==> src/rtl/bcd_score_counter.sv <==
// bcd_score_counter
//   Decimal (packed BCD) score counter for the game score display.
//   A rising edge on the asynchronous points_clk line is synchronised into
//   clk and adds add_val (clamped to 9) to a DIGITS-wide BCD score.
//   A high-score register, a sticky overflow flag, a sticky new_high flag
//   and a leading-zero blanking mask are maintained alongside.
//
// Parameters
//   DIGITS   : number of BCD digits in score and hiscore (1..16)
//   SATURATE : 0 = wrap modulo 10^DIGITS, 1 = hold at all nines
//
// Ports
//   clk         : system clock, rising edge
//   reset       : synchronous active-low reset
//   points_clk  : asynchronous scoring event line (rising edge = one event)
//   add_val     : BCD amount per event, 10..15 treated as 9
//   stop        : 1 = events dropped, score frozen
//   clear       : clears score, overflow, new_high (hiscore kept)
//   hiscore_clr : clears hiscore only
//   score       : packed BCD score, digit i at [4i+3:4i]
//   hiscore     : packed BCD high score
//   blank       : 1 = digit i is a leading zero (bit 0 always 0)
//   overflow    : sticky, set on carry out of the top digit
//   new_high    : sticky, set whenever hiscore is raised
module bcd_score_counter #(
  parameter int unsigned DIGITS   = 8,
  parameter bit          SATURATE = 1'b0
) (
  input  logic                  clk,
  input  logic                  reset,
  input  logic                  points_clk,
  input  logic [3:0]            add_val,
  input  logic                  stop,
  input  logic                  clear,
  input  logic                  hiscore_clr,
  output logic [4*DIGITS-1:0]   score,
  output logic [4*DIGITS-1:0]   hiscore,
  output logic [DIGITS-1:0]     blank,
  output logic                  overflow,
  output logic                  new_high
);

  localparam int unsigned W = 4 * DIGITS;

  logic         s1_q, s2_q, s3_q;
  logic         s1_d, s2_d, s3_d;
  logic [W-1:0] score_q, score_d;
  logic [W-1:0] hiscore_q, hiscore_d;
  logic         overflow_q, overflow_d;
  logic         new_high_q, new_high_d;

  logic         event_pulse;
  logic [3:0]   add_clamped;
  logic [W-1:0] sum;
  logic         carry;
  logic         carry_out;
  logic [4:0]   digit_sum;
  logic         zero_above;

  // Synchroniser flops reset to 1 so a line held high across reset
  // release must first be seen low before it can produce an event.
  always_comb begin
    s1_d = points_clk;
    s2_d = s1_q;
    s3_d = s2_q;
  end

  assign event_pulse = s2_q & ~s3_q;

  // Ripple decimal add: add_val enters at digit 0, carry walks all digits.
  always_comb begin
    add_clamped = (add_val > 4'd9) ? 4'd9 : add_val;
    sum         = '0;
    carry       = 1'b0;
    digit_sum   = '0;
    for (int unsigned i = 0; i < DIGITS; i++) begin
      digit_sum = {1'b0, score_q[4*i +: 4]}
                + {1'b0, ((i == 0) ? add_clamped : 4'd0)}
                + {4'd0, carry};
      if (digit_sum > 5'd9) begin
        sum[4*i +: 4] = 4'(digit_sum - 5'd10);
        carry         = 1'b1;
      end else begin
        sum[4*i +: 4] = digit_sum[3:0];
        carry         = 1'b0;
      end
    end
    carry_out = carry;
  end

  // Score path: clear > stop > event.  High-score path compares the
  // registered score, so hiscore follows one edge after score changes.
  always_comb begin
    score_d    = score_q;
    overflow_d = overflow_q;
    hiscore_d  = hiscore_q;
    new_high_d = new_high_q;

    if (clear) begin
      score_d    = '0;
      overflow_d = 1'b0;
    end else if (!stop && event_pulse) begin
      if (carry_out) begin
        overflow_d = 1'b1;
        score_d    = SATURATE ? {DIGITS{4'h9}} : sum;
      end else begin
        score_d    = sum;
      end
    end

    // Packed BCD orders the same as its decimal value.
    if (hiscore_clr) begin
      hiscore_d = '0;
    end else if (score_q > hiscore_q) begin
      hiscore_d  = score_q;
      new_high_d = 1'b1;
    end

    if (clear) begin
      new_high_d = 1'b0;
    end
  end

  always_ff @(posedge clk) begin
    if (!reset) begin
      s1_q       <= 1'b1;
      s2_q       <= 1'b1;
      s3_q       <= 1'b1;
      score_q    <= '0;
      hiscore_q  <= '0;
      overflow_q <= 1'b0;
      new_high_q <= 1'b0;
    end else begin
      s1_q       <= s1_d;
      s2_q       <= s2_d;
      s3_q       <= s3_d;
      score_q    <= score_d;
      hiscore_q  <= hiscore_d;
      overflow_q <= overflow_d;
      new_high_q <= new_high_d;
    end
  end

  // Leading-zero mask, scanned from the top digit downwards.
  always_comb begin
    blank      = '0;
    zero_above = 1'b1;
    for (int unsigned i = DIGITS - 1; i >= 1; i--) begin
      zero_above = zero_above & (score_q[4*i +: 4] == 4'd0);
      blank[i]   = zero_above;
    end
  end

  assign score    = score_q;
  assign hiscore  = hiscore_q;
  assign overflow = overflow_q;
  assign new_high = new_high_q;

endmodule

==> config.mk <==
export PLATFORM = sky130hd
export DESIGN_NAME = bcd_score_counter
export DESIGN_NICKNAME = d
export VERILOG_FILES = /design/src/rtl/bcd_score_counter.sv
export SDC_FILE = /design/constraint.sdc
export NUM_CORES = 1
export LEC_CHECK = 0
export CAP_MARGIN = 20
export CORE_MARGIN = 3
export CORE_UTILIZATION = 35
export CTS_BUF_LIST = sky130_fd_sc_hd__clkbuf_8 sky130_fd_sc_hd__clkbuf_16
export DETAILED_ROUTE_END_ITERATION = 12
export GPL_TIMING_DRIVEN = 1
export SLEW_MARGIN = 20
export SYNTH_ARGS = -nofsm -noshare
export SYNTH_HDL_FRONTEND = slang
export SYNTH_SLANG_ARGS = --single-unit
==> constraint.sdc <==
create_clock -name clk -period 20.1 [get_ports clk]
set_input_delay 4.02 -clock clk [delete_from_list [all_inputs] [get_ports clk]]
set_output_delay 4.02 -clock clk [all_outputs]
set_load 0.005 [all_outputs]
==> impl_metrics.csv <==
group,metric,value,unit
placement,portBuffers,82,
cts,root_buffer,"clkbuf_16",
timing,fin_crit_sh,0.876,
worst_setup_path,path_max_fanout,7,
power,power_frac_comb,0.062,
global_route,grt_use_total,0.179,
yosys,synth_cell_types,66,
power,p_int,0.241,mW
routing,firstDrtPassIters,7,
worst_setup_path,crit_path_end,"score[31]$_SDFFE_PP0P_",
global_route,grt_overflow,0,
yosys,synth_edf_count,0,
worst_setup_path,setup.worst_path.start,"add_val[3]",
power,p_leak,2.26,nW
worst_setup_path,r2r_cells,59,
die,fp.coreArea,0.0148,mm²
routing,vias,4893,
finish,syn2layout_area_growth,21.8,%
yosys,ys_seq_elements,69,
yosys,syn_inst,649,
yosys,ys_async_sr_fraction,0,
routing,route.detailed.drc,0,
worst_setup_path,timing.reg2reg.setup_slack,6.41,ns
power,p_per_area,48.5,mW/mm²
timing,finalHoldViolations,0,
finish,layout_common_cells,"82 x clkdlybuf4s50_1, 69 x dfxtp_1, 64 x ha_1, 52 x a21oi_1, 50 x inv_1",
cts,cts-resized-gates,0,
routing,drt_iter0_drc,314,
cts,cts_max_path_buffers,2,
worst_setup_path,worstSetupStartpointType,"primary input",
global_route,antenna_found_initial,0,
worst_setup_path,cpMaxStageDelayCell,"clkdlybuf4s50_1",
worst_setup_path,r2r_end,"score[31]$_SDFFE_PP0P_",
run,drv_cap,0,
outcome,status,"complete, no violations",
global_route,grt_max_degree,36,
finish,drive_gt1_frac,0.102,
global_route,busiest_layer,"met2",
timing,final_max_slew_viol_count,0,
cts,clock_latency,0.35,ns
die,die_w,130,µm
placement,dp_hpwl,10300,µm
die,start_util,0.364,
routing,via_per_inst,5.50,
yosys,syn_area_per_cell,8.28,µm²
cts,htreeDepth,3,
timing,rsz0062_at_grt,"no",
power,pwr-share-seq,0.434,
yosys,syn_area,0.00537,mm²
power,ir_drop,0.0481,mV
yosys,yosysWarnings,0,
timing,slew_headroom,0.451,
die,rows,44,
routing,avgRoutedWirePerCell,16.3,µm
timing,finalSetupTns,0,ns
finish,final_common_cell,"clkdlybuf4s50_1",
cts,postCtsSetupBuffers,0,
cts,tritoncts,"yes",
worst_setup_path,arrival,17.89,ns
worst_setup_path,crit_path_end_kind,"flop",
global_route,grt_pass1_wl,24300,µm
cts,numCtsBuffers,9,
timing,max_freq,56.8,MHz
power,p_switching,0.0760,mW
global_route,use_met3,0.0254,
die,io_pins,84,
finish,num_antenna_cells,0,
cts,clk_pin_slew,0.06,ns
routing,drt-total-wl,14500,µm
worst_setup_path,critPathKind,"primary input to flop",
yosys,ys_seq_area_frac,0.257,
worst_setup_path,cp.required,20.38,ns
global_route,met2_usage,0.297,
worst_setup_path,crit_top_cell,"ha_1",
yosys,synthFlopType,"dfxtp_1",
power,total_power,0.317,mW
worst_hold_path,hold_path.class,"flop to flop",
timing,final-setup-viol-count,0,
cts,clock_sinks,69,
global_route,use_met1,0.231,
global_route,grt_pass1_vias,4844,
die,fp.dieH,130,µm
power,p_sw_frac,0.240,
power,clkPwrFrac,0.503,
timing,final.setup_skew,0.0112,ns
timing,worst_pin_slew,0.824,ns
yosys,syn-num-nets,724,
timing,fin_crit,17.61,ns
worst_setup_path,r2r-start,"score[0]$_SDFFE_PP0P_",
finish,final_nets,775,
worst_setup_path,cpPeakStageDelay,0.52,ns
placement,finalWeightedCongestion,0.941,
routing,antenna_left,0,
die,dieArea,0.0169,mm²
cts,ctsHoldBuffers,0,
[worst min path at each step]
stage	from	endpoint	slack [ns]	cells after the start
2_1_floorplan	s1_q$_SDFF_PN1_	s2_q$_SDFF_PN1_	0.39	1
3_3_place_gp	s1_q$_SDFF_PN1_	s2_q$_SDFF_PN1_	0.41	1
3_5_place_dp	s1_q$_SDFF_PN1_	s2_q$_SDFF_PN1_	0.40	1
4_1_cts	s1_q$_SDFF_PN1_	s2_q$_SDFF_PN1_	0.43	1
5_1_grt	s1_q$_SDFF_PN1_	s2_q$_SDFF_PN1_	0.45	1
6_report	s1_q$_SDFF_PN1_	s2_q$_SDFF_PN1_	0.43	1
[worst max-delay path: cells and delay by family]
family / cells / cell delay (ns)
adder cells (fa/ha/maj): 23 / 5.92
AO/OA/AOI/OAI: 22 / 4.73
XOR/XNOR: 8 / 1.37
AND/OR/NAND/NOR: 5 / 1.07
buffers and inverters: 4 / 0.73
[registers in the layout (all words and copies together) (netlist names)]
name / count
score: 32
hiscore: 32
new_high: 1
s2_q: 1
s1_q: 1
overflow: 1
s3_q: 1
[power by group through the flow]
stage | clock [mW] | combinational (mW) | sequential (mW)
floorplan | 0 | 0.0135 | 0.140
global placement | 0 | 0.0193 | 0.141
detailed placement | 0 | 0.0196 | 0.141
CTS | 0.163 | 0.0198 | 0.138
global route | 0.168 | 0.0218 | 0.138
finish | 0.160 | 0.0198 | 0.138
[cells in the mapped netlist (3+ instances only)]
cell type | number | share of area
o21a_1 | 3 | 0.0042
clkbuf_1 | 24 | 0.017
a21oi_1 | 52 | 0.048
o21ai_0 | 27 | 0.025
xnor2_1 | 22 | 0.036
nor2_1 | 13 | 0.0091
a21boi_0 | 7 | 0.0098
a221oi_1 | 5 | 0.0082
nand4_1 | 6 | 0.0070
clkbuf_2 | 3 | 0.0028
nand2b_1 | 19 | 0.022
inv_1 | 49 | 0.034
o21bai_1 | 5 | 0.0070
buf_2 | 17 | 0.016
nor4b_1 | 7 | 0.011
o21ai_1 | 35 | 0.033
nor3b_1 | 6 | 0.0084
a21boi_2 | 30 | 0.063
o21ai_2 | 3 | 0.0049
nor4_1 | 5 | 0.0058
or3_1 | 6 | 0.0070
nand3_1 | 39 | 0.036
a31oi_1 | 5 | 0.0058
dfxtp_1 | 69 | 0.26
a211oi_1 | 7 | 0.0098
nand2_1 | 42 | 0.029
nand3b_1 | 6 | 0.0084
buf_6 | 3 | 0.0063
ha_1 | 64 | 0.15
o2bb2ai_1 | 6 | 0.0098
and3_1 | 9 | 0.010
or4_1 | 4 | 0.0056
nor2b_1 | 6 | 0.0070
a211o_1 | 5 | 0.0082
[through the flow]
stage	cells	setup slack, ns	area (µm²)	hold slack, ns	utilization
6_report	889	2.49	6540	0.427	0.443
5_1_grt	889	1.24	6540	0.452	0.443
4_1_cts	888	2.50	6540	0.428	0.443
3_5_place_dp	872	2.19	6240	0.402	0.423
3_3_place_gp	872	3.03	6240	0.410	0.423
2_1_floorplan	649	3.77	5370	0.386	-
[logic make-up after synthesis]
logic type / synth area share
XOR/XNOR: 0.0391
adder cells (fa/ha/maj): 0.153
flip-flops: 0.257
multiplexers: 0.00396
AO/OA/AOI/OAI: 0.269
AND/OR/NAND/NOR: 0.198
other: 0.000698
buffers and inverters: 0.0794
[final cells by class]
| cell class | count | area [µm²] |
|---|---|---|
| inverter | 50 | 188 |
| timing repair buffer | 89 | 873 |
| clock buffer | 9 | 225 |
| sequential | 69 | 1380 |
| clock inverter | 7 | 67.6 |
| tap | 184 | 230 |
| multi-input combinational | 481 | 3580 |
| fill | 1451 | 8210 |
[metal layers]
metal | wire length, µm | vias to the layer above | part of all wire
met5 | 0 | - | 0
met2 | 6790 | 126 | 0.47
li1 | - | 2434 | -
met4 | 445 | 0 | 0.031
met3 | 480 | 32 | 0.033
met1 | 6820 | 2301 | 0.47
Power figures use the tool's default switching activity.
